--- src/rtl/pc_fetch_gen_pkg.sv ---
// Shared definitions for the fetch-address generator: state codes, control
// polarities, default bus widths and reset vector.
package pc_fetch_gen_pkg;

  localparam int unsigned InstAddrBus = 64;
  localparam int unsigned InstBus     = 32;

  localparam logic [63:0] RESET_VEC_DEF = 64'h8000_0000;

  localparam logic RstEnable   = 1'b1;
  localparam logic ChipEnable  = 1'b1;
  localparam logic ChipDisable = 1'b0;
  localparam logic Branch      = 1'b1;

  typedef logic [1:0] fetch_state_t;

  localparam fetch_state_t BOOT = 2'd0;
  localparam fetch_state_t REQ  = 2'd1;
  localparam fetch_state_t WAIT = 2'd2;
  localparam fetch_state_t HOLD = 2'd3;

endpackage

--- src/rtl/pc_redirect_mux.sv ---
// Priority redirect select (trap over branch) with target alignment.
module pc_redirect_mux
  import pc_fetch_gen_pkg::*;
#(
  parameter int unsigned XLEN       = InstAddrBus,
  parameter int unsigned ALIGN_BITS = 2
) (
  input  logic            br_sel,
  input  logic [XLEN-1:0] br_tgt,
  input  logic            trap_sel,
  input  logic [XLEN-1:0] trap_tgt,
  output logic            redir,
  output logic [XLEN-1:0] tgt
);

  localparam logic [XLEN-1:0] ALIGN_MASK = ~((XLEN'(1) << ALIGN_BITS) - XLEN'(1));

  always_comb begin
    redir = trap_sel | br_sel;
    tgt   = (trap_sel ? trap_tgt : br_tgt) & ALIGN_MASK;
  end

endmodule

--- src/rtl/pc_fetch_gen.sv ---
// Fetch PC generator: one-outstanding valid/ready instruction requests,
// redirect handling with stale-response kill, and a one-entry decode buffer.
module pc_fetch_gen
  import pc_fetch_gen_pkg::*;
#(
  parameter int unsigned     XLEN       = InstAddrBus,
  parameter int unsigned     ILEN       = InstBus,
  parameter logic [XLEN-1:0] RESET_VEC  = XLEN'(RESET_VEC_DEF),
  parameter int unsigned     STEP       = 4,
  parameter int unsigned     ALIGN_BITS = 2
) (
  input  logic            clk,
  input  logic            rst,
  input  logic            br_sel_i,
  input  logic [XLEN-1:0] br_tgt_i,
  input  logic            trap_sel_i,
  input  logic [XLEN-1:0] trap_tgt_i,
  output logic            req_valid_o,
  input  logic            req_ready_i,
  output logic [XLEN-1:0] req_addr_o,
  input  logic            rsp_valid_i,
  input  logic [ILEN-1:0] rsp_inst_i,
  output logic            inst_valid_o,
  input  logic            inst_ready_i,
  output logic [ILEN-1:0] inst_o,
  output logic [XLEN-1:0] inst_pc_o,
  output logic [XLEN-1:0] pc_o,
  output logic            ce_o
);

  fetch_state_t    state;
  logic [XLEN-1:0] pc;
  logic            kill;
  logic            ce;
  logic            inst_valid;
  logic [ILEN-1:0] inst;
  logic [XLEN-1:0] inst_pc;

  logic            redir;
  logic [XLEN-1:0] tgt;

  pc_redirect_mux #(
    .XLEN       (XLEN),
    .ALIGN_BITS (ALIGN_BITS)
  ) u_redirect_mux (
    .br_sel   (br_sel_i),
    .br_tgt   (br_tgt_i),
    .trap_sel (trap_sel_i),
    .trap_tgt (trap_tgt_i),
    .redir    (redir),
    .tgt      (tgt)
  );

  always_ff @(posedge clk) begin
    if (rst == RstEnable) begin
      state      <= BOOT;
      pc         <= RESET_VEC;
      kill       <= 1'b0;
      ce         <= ChipDisable;
      inst_valid <= 1'b0;
      inst       <= '0;
      inst_pc    <= '0;
    end else begin
      case (state)
        BOOT: begin
          ce    <= ChipEnable;
          state <= REQ;
          if (redir == Branch) pc <= tgt;
        end
        REQ: begin
          if (redir == Branch) pc <= tgt;
          // A redirect coinciding with the handshake still sends the request;
          // its response must be dropped when it returns.
          if (req_ready_i) begin
            kill  <= redir;
            state <= WAIT;
          end
        end
        WAIT: begin
          if (rsp_valid_i) begin
            kill  <= 1'b0;
            state <= REQ;
            if (!kill && redir != Branch) begin
              inst       <= rsp_inst_i;
              inst_pc    <= pc;
              inst_valid <= 1'b1;
              pc         <= pc + XLEN'(STEP);
              state      <= HOLD;
            end else if (redir == Branch) begin
              pc <= tgt;
            end
          end else if (redir == Branch) begin
            kill <= 1'b1;
            pc   <= tgt;
          end
        end
        HOLD: begin
          if (redir == Branch) begin
            inst_valid <= 1'b0;
            pc         <= tgt;
            state      <= REQ;
          end else if (inst_ready_i) begin
            inst_valid <= 1'b0;
            state      <= REQ;
          end
        end
        default: state <= BOOT;
      endcase
    end
  end

  assign req_valid_o  = (state == REQ);
  assign req_addr_o   = pc;
  assign pc_o         = pc;
  assign ce_o         = ce;
  assign inst_valid_o = inst_valid;
  assign inst_o       = inst;
  assign inst_pc_o    = inst_pc;

endmodule
--- config.mk ---
export PLATFORM = sky130hd
export DESIGN_NAME = pc_fetch_gen
export DESIGN_NICKNAME = d
export VERILOG_FILES = /design/src/rtl/pc_fetch_gen_pkg.sv /design/src/rtl/pc_redirect_mux.sv /design/src/rtl/pc_fetch_gen.sv
export SDC_FILE = /design/constraint.sdc
export NUM_CORES = 1
export LEC_CHECK = 0
export ABC_AREA = 1
export CAP_MARGIN = 20
export CORE_UTILIZATION = 35
export DETAILED_ROUTE_END_ITERATION = 12
export PLACE_DENSITY_LB_ADDON = 0.3
export SLEW_MARGIN = 25
export SYNTH_ARGS = -nofsm -noshare
export SYNTH_HDL_FRONTEND = slang
export SYNTH_HIERARCHICAL = 1
export SYNTH_SLANG_ARGS = --single-unit
--- constraint.sdc ---
create_clock -name clk -period 3 [get_ports clk]
set_input_delay 0.6 -clock clk [delete_from_list [all_inputs] [get_ports clk]]
set_output_delay 0.6 -clock clk [all_outputs]
set_load 0.01 [all_outputs]
==> qor.csv, run 1 <==
stage;metric;value;unit
run_status;outcome;finished clean;
worst_setup_path;end_kind;output port;
floorplanning;start_util;35.9;%
cts;clkTransAtPathRegs;0.07;ns
global_route;grt_pass1_wl;56000;microns
worst_setup_path;cp_num_buf_inv;1;
sta;final-hold-violation-count;0;
sta;setup-violations-final;0;
cts;post_cts_resize_count;0;
placement;io_buffers;389;
yosys;synth.avg_cell_area;6.13;sq um
final_layout;diodes;0;
final_layout;stdcell_count;2306;
cts;ctsHoldBuffers;0;
floorplanning;die_y;172;microns
floorplanning;ios;394;
cts;cts_buffer_depth;2;
run;max_cap_violations;0;
sta;drv_slew;0;
worst_setup_path;cp.arrival;1.74;ns
cts;htreeDepth;4;
routing;drt_iter0_drc;995;
global_route;gr-total-overflow;0;
final_layout;drive_above_1_share;3.89;%
floorplanning;fp.dieW;172;microns
cts;root_buffer;clkbuf_16;
floorplanning;num_rows;61;
yosys;synth_warnings;6;
worst_setup_path;start_kind;flop;
sta;tns;0;ns
placement;gp_routability_congestion;0.918;
final_layout;layout_commonest_cell;nand2_1;
routing;drc;0;
sta;finClkSkew;0.0198;ns
placement;dp.cells;2274;
yosys;syn_inst;1640;
worst_setup_path;cp.required;2.40;ns
cts;cts.sink_count;165;
yosys;yosysUniqueCellTypes;31;
routing;firstDrtPassIters;6;
cts;post_cts.repair.setup_buffers;0;
cts;clock_latency;0.44;ns
worst_setup_path;path_max_fanout;7;
placement;hpwl;28300;microns
yosys;synth_mux_area_share;0;%
worst_hold_path;hp-class;reg -> reg;
power;p_leak;5.39;nW
routing;wl_per_cell;16.3;microns
routing;vias_per_cell;4.91;
power;irDropWorstVdd;425;uV
power;power_density;424;nW/um^2
sta;relSlewSlack;41.3;%
worst_setup_path;path_cells;clkdlybuf4s50_1;
cts;cts_tree;yes;
global_route;grt_pass1_vias;9993;
cts;cts_buffers;17;
sta;rsz0062_at_grt;false;
yosys;ys_seq_area_share;32.8;%
routing;vias;11316;
final_layout;final_nets;2089;
worst_setup_path;critPathKind;reg -> out;
yosys;synthSimpleGateAreaFrac;29.0;%
yosys;synth_top_family_by_area;simple AND/OR/NAND/NOR gates;
global_route;grt_usage;25.0;%
yosys;netlist_area;10100;sq um
sta;fin_crit_sh;78.1;%
routing;totalWireLength;37500;microns
yosys;ys_ff_latch;165;
sta;period_needed;2.34;ns
sta;worst_pin_slew;0.879;ns
floorplanning;fp.coreArea;28000;sq um
worst_setup_path;crit_family;flip-flops;
floorplanning;die-area;29400;sq um
final_layout;fin_util;51.0;%
yosys;synth_compound_area_share;20.0;%
final_layout;layout_common_cells;nand2_1, clkdlybuf4s50_1, o21ai_0;
sta;max_freq;427;MHz
worst_setup_path;slowest_delay;0.65;ns
global_route;antenna_found_initial;0;
global_route;grt_max_degree;194;
yosys;synthAdderAreaFrac;0.871;%
final_layout;area_growth;42.0;%
yosys;synthXorXnorAreaFrac;1.31;%
final_layout;fillers;2875;
routing;ant_nets;0;
worst_setup_path;crit_slowest_cell;dfxtp_1;
registers in the layout (all words and copies together) (netlist names):
| signal | count |
|---|---|
| inst_o | 32 |
| state | 2 |
| kill | 1 |
| pc_o | 64 |
| inst_pc_o | 64 |
| ce_o | 1 |
| inst_valid_o | 1 |
power by group:
group,switching (mW),total (mW),internal (mW)
sequential,0.221,2.53,2.31
combinational,0.627,1.30,0.675
clock,1.08,2.22,1.14
total,1.93,6.05,4.12
per-layer routing:
metal	vias to the layer above	track usage, %	share of wire (%)	wire [microns]
met1	5077	33.5	44	16300
met2	510	40.0	46	17100
met3	43	4.76	8.7	3260
met5	-	0	0	0
met4	0	8.62	2.2	821
li1	5686	-	-	-
area by class of cell:
| type | count | area [sq um] | area share, % |
|---|---|---|---|
| timing repair buffer | 403 | 4030 | 28.2 |
| inverter | 188 | 712 | 4.98 |
| sequential | 165 | 3300 | 23.1 |
| tap | 378 | 473 | 3.31 |
| multi-input combinational | 1140 | 5170 | 36.2 |
| clock inverter | 14 | 159 | 1.11 |
| clock buffer | 18 | 439 | 3.07 |
path summary, 6_finish.rpt:
path                      start            end  slack (ns)  cells after the start
hold / removal    inst_pc_o[22]  inst_pc_o[22]        0.44                      2
setup reg to reg        pc_o[2]       pc_o[36]        0.72                     10
hold reg to reg   inst_pc_o[22]  inst_pc_o[22]        0.44                      2
setup / recovery       pc_o[30]       pc_o[30]        0.66                      1
stage by stage:
stage	total power, mW	setup slack [ns]	area [sq um]	hold WS [ns]
2_1_floorplan	3.16	0.838	10100	0.468
3_3_place_gp	3.85	0.425	13700	0.429
3_5_place_dp	3.87	0.377	13700	0.433
4_1_cts	6.07	0.677	14300	0.443
5_1_grt	6.33	0.536	14300	0.460
6_report	6.05	0.656	14300	0.441
cells in the mapped netlist:
library cell	count	area (sq um)
ha_1	7	87.6
buf_4	72	541
inv_6	1	8.76
clkbuf_1	50	188
a211oi_1	1	7.51
o2111a_1	1	11.3
nor2_4	5	56.3
dfxtp_1	165	3300
nor3_1	4	20.0
nor2_1	126	473
nand3b_1	3	22.5
xor2_1	9	78.8
nor2_2	11	68.8
or2_2	4	25.0
o211ai_1	9	67.6
nand4_1	14	87.6
nand2_2	3	18.8
inv_1	185	694
xnor2_1	6	52.6
a21boi_0	1	7.51
a31oi_1	18	113
o21ai_0	202	1010
nand3_1	39	195
conb_1	1	3.75
a21oi_1	153	766
nand2_1	519	1950
buf_1	6	22.5
a311oi_1	3	26.3
buf_6	7	78.8
buf_2	13	65.1
inv_2	2	7.51
logic make-up (layout without fill, tap and decap cells):
kind of cell,count (synthesis),in the layout
fa+ha+maj,7,7
buf+inv,336,623
other cells,1,2
compound gates,388,388
simple gates,728,728
xor+xnor,15,15
flops,165,165
Note: power is estimated with default switching activity, not from simulation.
==> run 2: changes to the inputs <==
- clock period: 3 -> 2.02 ns (I/O delays scaled with it)
==> run 2 against run 1 <==
  * Clock skew fell by 0.0059 ns
  * Total power rose by 51%
  * Combinational power rose by 67%
  * First-iteration DRC count rose by 6.1%
  * Largest cell class unchanged
==> qor.csv, run 2 (same netlist as run 1, synthesis figures left out) <==
stage;metric;value;unit;change
floorplanning;die_y;172;microns;unchanged
routing;totalWireLength;38300;microns;+2.1%
worst_hold_path;whs_endpoint;inst_o[17];;
worst_setup_path;reg2reg_to;pc_o[40];;
cts;clkTransAtPathRegs;0.08;ns;about the same
routing;wl_per_cell;16.0;microns;-1.4%
sta;final-hold-violation-count;0;;unchanged
worst_setup_path;timing.rr.start;pc_o[2];;
cts;clock_latency;0.44;ns;about the same
worst_setup_path;r2r_slack;0.14;ns;-0.58 ns
cts;cts_buffer_depth;2;;unchanged
global_route;grt_pass1_wl;56800;microns;+1.5%
global_route;grtUsageMet1;33.6;%;+0.12 points
floorplanning;die-area;29400;sq um;unchanged
cts;cts_tree;yes;;
power;p_leak;5.88;nW;+9.2%
floorplanning;fp.dieW;172;microns;unchanged
routing;ant_nets;0;;unchanged
sta;rsz0062_at_grt;false;;
routing;firstDrtPassIters;6;;unchanged
final_layout;fin_util;54.0;%;+3.0 points
sta;fin_crit_sh;99.5;%;
run_status;outcome;finished clean;;
worst_setup_path;start_kind;flop;;
sta;setup_ws;0.0110;ns;-0.645 ns
cts;cts_buffers;17;;unchanged
global_route;gr-total-overflow;0;;unchanged
cts;cts.sink_count;165;;unchanged
routing;vias;11690;;+3.3%
worst_setup_path;path_max_fanout;4;;-3
floorplanning;fp.coreArea;28000;sq um;unchanged
final_layout;area_growth;50.5;%;
worst_setup_path;cp.required;1.62;ns;-0.78 ns
worst_setup_path;cp.arrival;1.61;ns;-0.13 ns
floorplanning;num_rows;61;;unchanged
placement;hpwl;29800;microns;+5.3%
worst_setup_path;critPathKind;reg -> out;;
global_route;gr-usage-met3;4.76;%;unchanged
final_layout;final_nets;2172;;+4.0%
final_layout;drive_above_1_share;9.95;%;+6.1 points
worst_setup_path;reg2reg_depth;10;;unchanged
global_route;grt_usage;25.2;%;+0.17 points
final_layout;layout_common_cells;nand2_1, clkdlybuf4s50_1, o21ai_0;;
routing;drt_iter0_drc;1056;;+6.1%
global_route;grt_pass1_vias;10315;;+3.2%
final_layout;diodes;0;;unchanged
final_layout;layout_commonest_cell;nand2_1;;
floorplanning;start_util;35.9;%;unchanged
placement;gp_routability_congestion;0.933;;+1.7%
placement;io_buffers;389;;unchanged
sta;holdWs;0.443;ns;+0.00180 ns
sta;drv_slew;0;;unchanged
worst_hold_path;min_from;inst_o[17];;
run;max_cap_violations;0;;unchanged
worst_hold_path;min_delay_path_depth;2;;unchanged
cts;root_buffer;clkbuf_16;;
sta;max_freq;498;MHz;
routing;drc;0;;unchanged
sta;setup-violations-final;0;;unchanged
global_route;grt_busiest_layer;met2;;
global_route;grtUsageMet2;40.3;%;+0.39 points
routing;vias_per_cell;4.89;;-0.28%
placement;pre_cts_slack;-0.155;ns;-0.532 ns
power;irDropWorstVdd;572;uV;+35%
sta;finClkSkew;0.0139;ns;-0.00587 ns
power;power_density;603;nW/um^2;+42%
worst_setup_path;end_kind;output port;;
sta;period_needed;2.01;ns;
global_route;antenna_found_initial;0;;unchanged
floorplanning;ios;394;;unchanged
cts;htreeDepth;4;;unchanged
worst_hold_path;hp-class;reg -> reg;;
global_route;grt_max_degree;72;;-63%
-- run 2: cell count changes in the layout (fill, tap and decap cells not counted), sizes merged --
cell / previous run / this run
buf: 15 / 98
clkbuf: 18 / 17
clkdlybuf4s50: 388 / 386
clkinvlp: 1 / 0
dlygate4sd2: 0 / 2
inv: 194 / 196
-- run 2: metal layers --
layer	vias up	share of wire (%)
met5	-	0
met4	0	2.4
met3	57	9.0
met2	561	46
met1	5209	43
li1	5863	-
-- run 2: layout make-up --
cell class / count / area, sq um
fillers: 2751 / 12900
inverters: 188 / 712
clock inverters: 15 / 161
well taps: 378 / 473
repair buffers: 486 / 4830
clock buffers: 17 / 425
multi-input cells: 1140 / 5180
flip-flops and latches: 165 / 3350
-- run 2: power by group --
group          switching [mW]  internal, mW  total [mW]
clock network            1.60          1.66        3.27
logic                    1.04          1.13        2.17
registers               0.254          3.44        3.69
total                    2.89          6.23        9.13
-- run 2: worst max path at each step --
| stage | slack (ns) | to | start |
|---|---|---|---|
| finish | 0.01 | req_addr_o[46] | pc_o[46] |
| detailed placement | -0.15 | pc_o[43] | br_sel_i |
| global placement | -0.14 | pc_o[43] | br_sel_i |
| CTS | 0.005 | pc_o[22] | pc_o[22] |
| global route | 0.0003 | req_addr_o[7] | pc_o[7] |
| floorplan | 0.05 | pc_o[11] | trap_sel_i |
-- run 2: through the flow --
step | cells | setup TNS [ns] | instance area (sq um) | power, mW
CTS | 2387 | 0 | 15100 | 9.18
floorplan | 1641 | 0 | 10100 | 4.70
global placement | 2355 | -1.46 | 14500 | 5.87
finish | 2389 | 0 | 15100 | 9.13
detailed placement | 2355 | -2.74 | 14500 | 5.91
global route | 2389 | 0 | 15100 | 9.52
-- run 2: critical path: stages (launching register included) --
cell and delay [ns]:
dfxtp_1 0.40, buf_4 0.19, clkdlybuf4s50_1 0.57
-- run 2: repair_timing --
item                                    4_1_cts  5_1_grt
endpoints found under the setup margin       47       25
setup buffers                                 0        2
cloned                                        0        0
hold buffers                                  0        0
pin swaps                                     0        1
gates resized for setup                      29       17
hold endpoints to repair                      0        0
==> run 3: changes to the inputs <==
- GPL_ROUTABILITY_DRIVEN: unset -> 0
==> run 3 against run 2 <==
  * Largest cell class unchanged
  * Design area is 0.42% lower
  * First-iteration DRC count is 1.6% lower
  * Register-to-register slack worse by 0.09 ns
  * Sequential share of layout area is 0.10 points higher
  * Largest power group unchanged
  * Critical path depth is 8 higher
  * Final cell count is 0.38% lower
==> qor.csv, run 3 (same netlist as run 1, synthesis figures left out) <==
stage;metric;value;unit;change
run_status;outcome;finished clean;;
worst_hold_path;hp-class;reg -> reg;;
sta;finClkSkew;0.0186;ns;+0.00468 ns
run;max_cap_violations;0;;unchanged
floorplanning;die-area;29400;sq um;unchanged
routing;ant_nets;0;;unchanged
final_layout;fillers;2791;;+1.5%
worst_setup_path;path_cells;ha_1 > inv_1 > nor2_2 > nand2_1 > nor2_2 > nand2_1 > nor2_2 > xor2_1 > o21ai_0 > inv_1;;
global_route;grt_pass1_wl;56800;microns;about the same
routing;firstDrtPassIters;6;;unchanged
worst_setup_path;start_kind;flop;;
final_layout;final_cell_area;15100;sq um;-0.42%
worst_setup_path;crit_slowest_cell;dfxtp_1;;
final_layout;diodes;0;;unchanged
floorplanning;start_util;35.9;%;unchanged
sta;rsz0062_at_grt;false;;
global_route;grt_pass1_vias;10541;;+2.2%
final_layout;final_nets;2163;;-0.41%
placement;io_buffers;389;;unchanged
global_route;grtUsageMet2;41.4;%;+1.1 points
cts;cts.sink_count;165;;unchanged
global_route;grt_busiest_layer;met2;;
floorplanning;ios;394;;unchanged
worst_setup_path;path_max_fanout;4;;unchanged
routing;wl_per_cell;16.0;microns;-0.35%
final_layout;area_growth;49.8;%;
global_route;grtUsageMet1;32.7;%;-0.91 points
global_route;antenna_found_initial;0;;unchanged
cts;cts_buffers;17;;unchanged
cts;clkTransAtPathRegs;0.08;ns;about the same
routing;vias;11681;;-0.077%
final_layout;stdcell_count;2380;;-0.38%
worst_setup_path;slowest_delay;0.35;ns;-0.22 ns
placement;placed_area;14400;sq um;-0.45%
worst_setup_path;crit_family;simple AND/OR/NAND/NOR gates;;
final_layout;drive_above_1_share;9.44;%;-0.50 points
sta;drv_slew;0;;unchanged
cts;cts_buffer_depth;2;;unchanged
floorplanning;num_rows;61;;unchanged
sta;max_freq;508;MHz;+2.0%
sta;setup-violations-final;0;;unchanged
final_layout;layout_common_cells;nand2_1, clkdlybuf4s50_1, o21ai_0;;
global_route;gr-total-overflow;0;;unchanged
cts;clock_latency;0.44;ns;about the same
floorplanning;fp.dieW;172;microns;unchanged
placement;hpwl;29700;microns;-0.42%
final_layout;fin_util;53.8;%;-0.23 points
final_layout;layout_commonest_cell;nand2_1;;
worst_setup_path;critPathKind;reg -> reg;;
cts;ctsHoldBuffers;0;;unchanged
floorplanning;die_y;172;microns;unchanged
placement;dp.cells;2348;;-0.30%
sta;tns;0;ns;unchanged
sta;final-hold-violation-count;0;;unchanged
cts;cts_tree;yes;;
worst_setup_path;cp_num_buf_inv;2;;unchanged
sta;fin_crit_sh;97.5;%;-2.0 points
worst_setup_path;cp.arrival;2.29;ns;+0.68 ns
worst_setup_path;end_kind;flop;;
routing;totalWireLength;38000;microns;-0.73%
sta;holdWs;0.442;ns;-0.00107 ns
routing;drc;0;;unchanged
routing;vias_per_cell;4.91;;+0.30%
floorplanning;fp.coreArea;28000;sq um;unchanged
cts;root_buffer;clkbuf_16;;
cts;htreeDepth;4;;unchanged
sta;period_needed;1.97;ns;-0.0395 ns
routing;drt_iter0_drc;1039;;-1.6%
power;power_density;606;nW/um^2;+0.42%
global_route;grt_max_degree;72;;unchanged
power;irDropWorstVdd;589;uV;+3.0%
worst_setup_path;cp.required;2.34;ns;+0.72 ns
power;p_leak;5.84;nW;-0.68%
global_route;grt_usage;25.2;%;+0.027 points
worst_setup_path;cpMostUsedCell;nor2_2;;
global_route;gr-usage-met3;5.15;%;+0.39 points
==> run 3: changes by cell type in the layout (fill, tap and decap cells not counted), sizes merged <==
cell,previous run,this run
buf,98,89
clkinvlp,0,2
clkbuf,17,18
inv,196,193
==> run 3: what timing repair did <==
item                       in CTS  in global routing
pin swaps                       0                  1
buffers inserted                0                  0
setup endpoints to repair      42                 31
resized for setup              25                 20
==> run 3: final cells by class <==
class	count	area, sq um	area share, %
Clock buffer	18	439	2.92
Clock inverter	14	160	1.06
Inverter	188	712	4.73
Multi-Input combinational cell	1140	5180	34.4
Sequential cell	165	3360	22.3
Tap cell	378	473	3.14
Timing Repair Buffer	477	4750	31.5
==> run 3: path summary, 6_finish.rpt <==
path	startpoint	to	slack [ns]	depth (start not counted)
max	pc_o[2]	pc_o[36]	0.05	10
min	inst_pc_o[24]	inst_pc_o[24]	0.44	2
max reg2reg	pc_o[2]	pc_o[36]	0.05	10
min reg2reg	inst_pc_o[24]	inst_pc_o[24]	0.44	2
==> run 3: worst register-to-register path, cell delays in order, from the launching register on <==
cell     delay (ns)
dfxtp_1        0.35
ha_1           0.23
inv_1          0.10
nor2_2         0.20
nand2_1        0.15
nor2_2         0.19
nand2_1        0.15
nor2_2         0.19
xor2_1         0.09
o21ai_0        0.15
inv_1          0.05
==> run 3: metrics by stage <==
| stage | power [mW] | setup WS (ns) |
|---|---|---|
| finish | 9.12 | 0.0505 |
| global route | 9.55 | 0.00250 |
| CTS | 9.17 | 0.000455 |
| detailed placement | 5.89 | -0.125 |
| global placement | 5.85 | -0.114 |
| floorplan | 4.70 | 0.0545 |
==> run 3: per-layer routing <==
layer  vias up  wire (microns)
met2       578           17500
met1      5209           16000
met5         -               0
met3        64            3520
li1       5830               -
met4         0             988
==> run 3: power by group <==
part / total, mW / internal (mW) / switching (mW)
sequential: 3.69 / 3.44 / 0.250
clock: 3.29 / 1.69 / 1.60
combinational: 2.15 / 1.12 / 1.03
total: 9.12 / 6.25 / 2.87
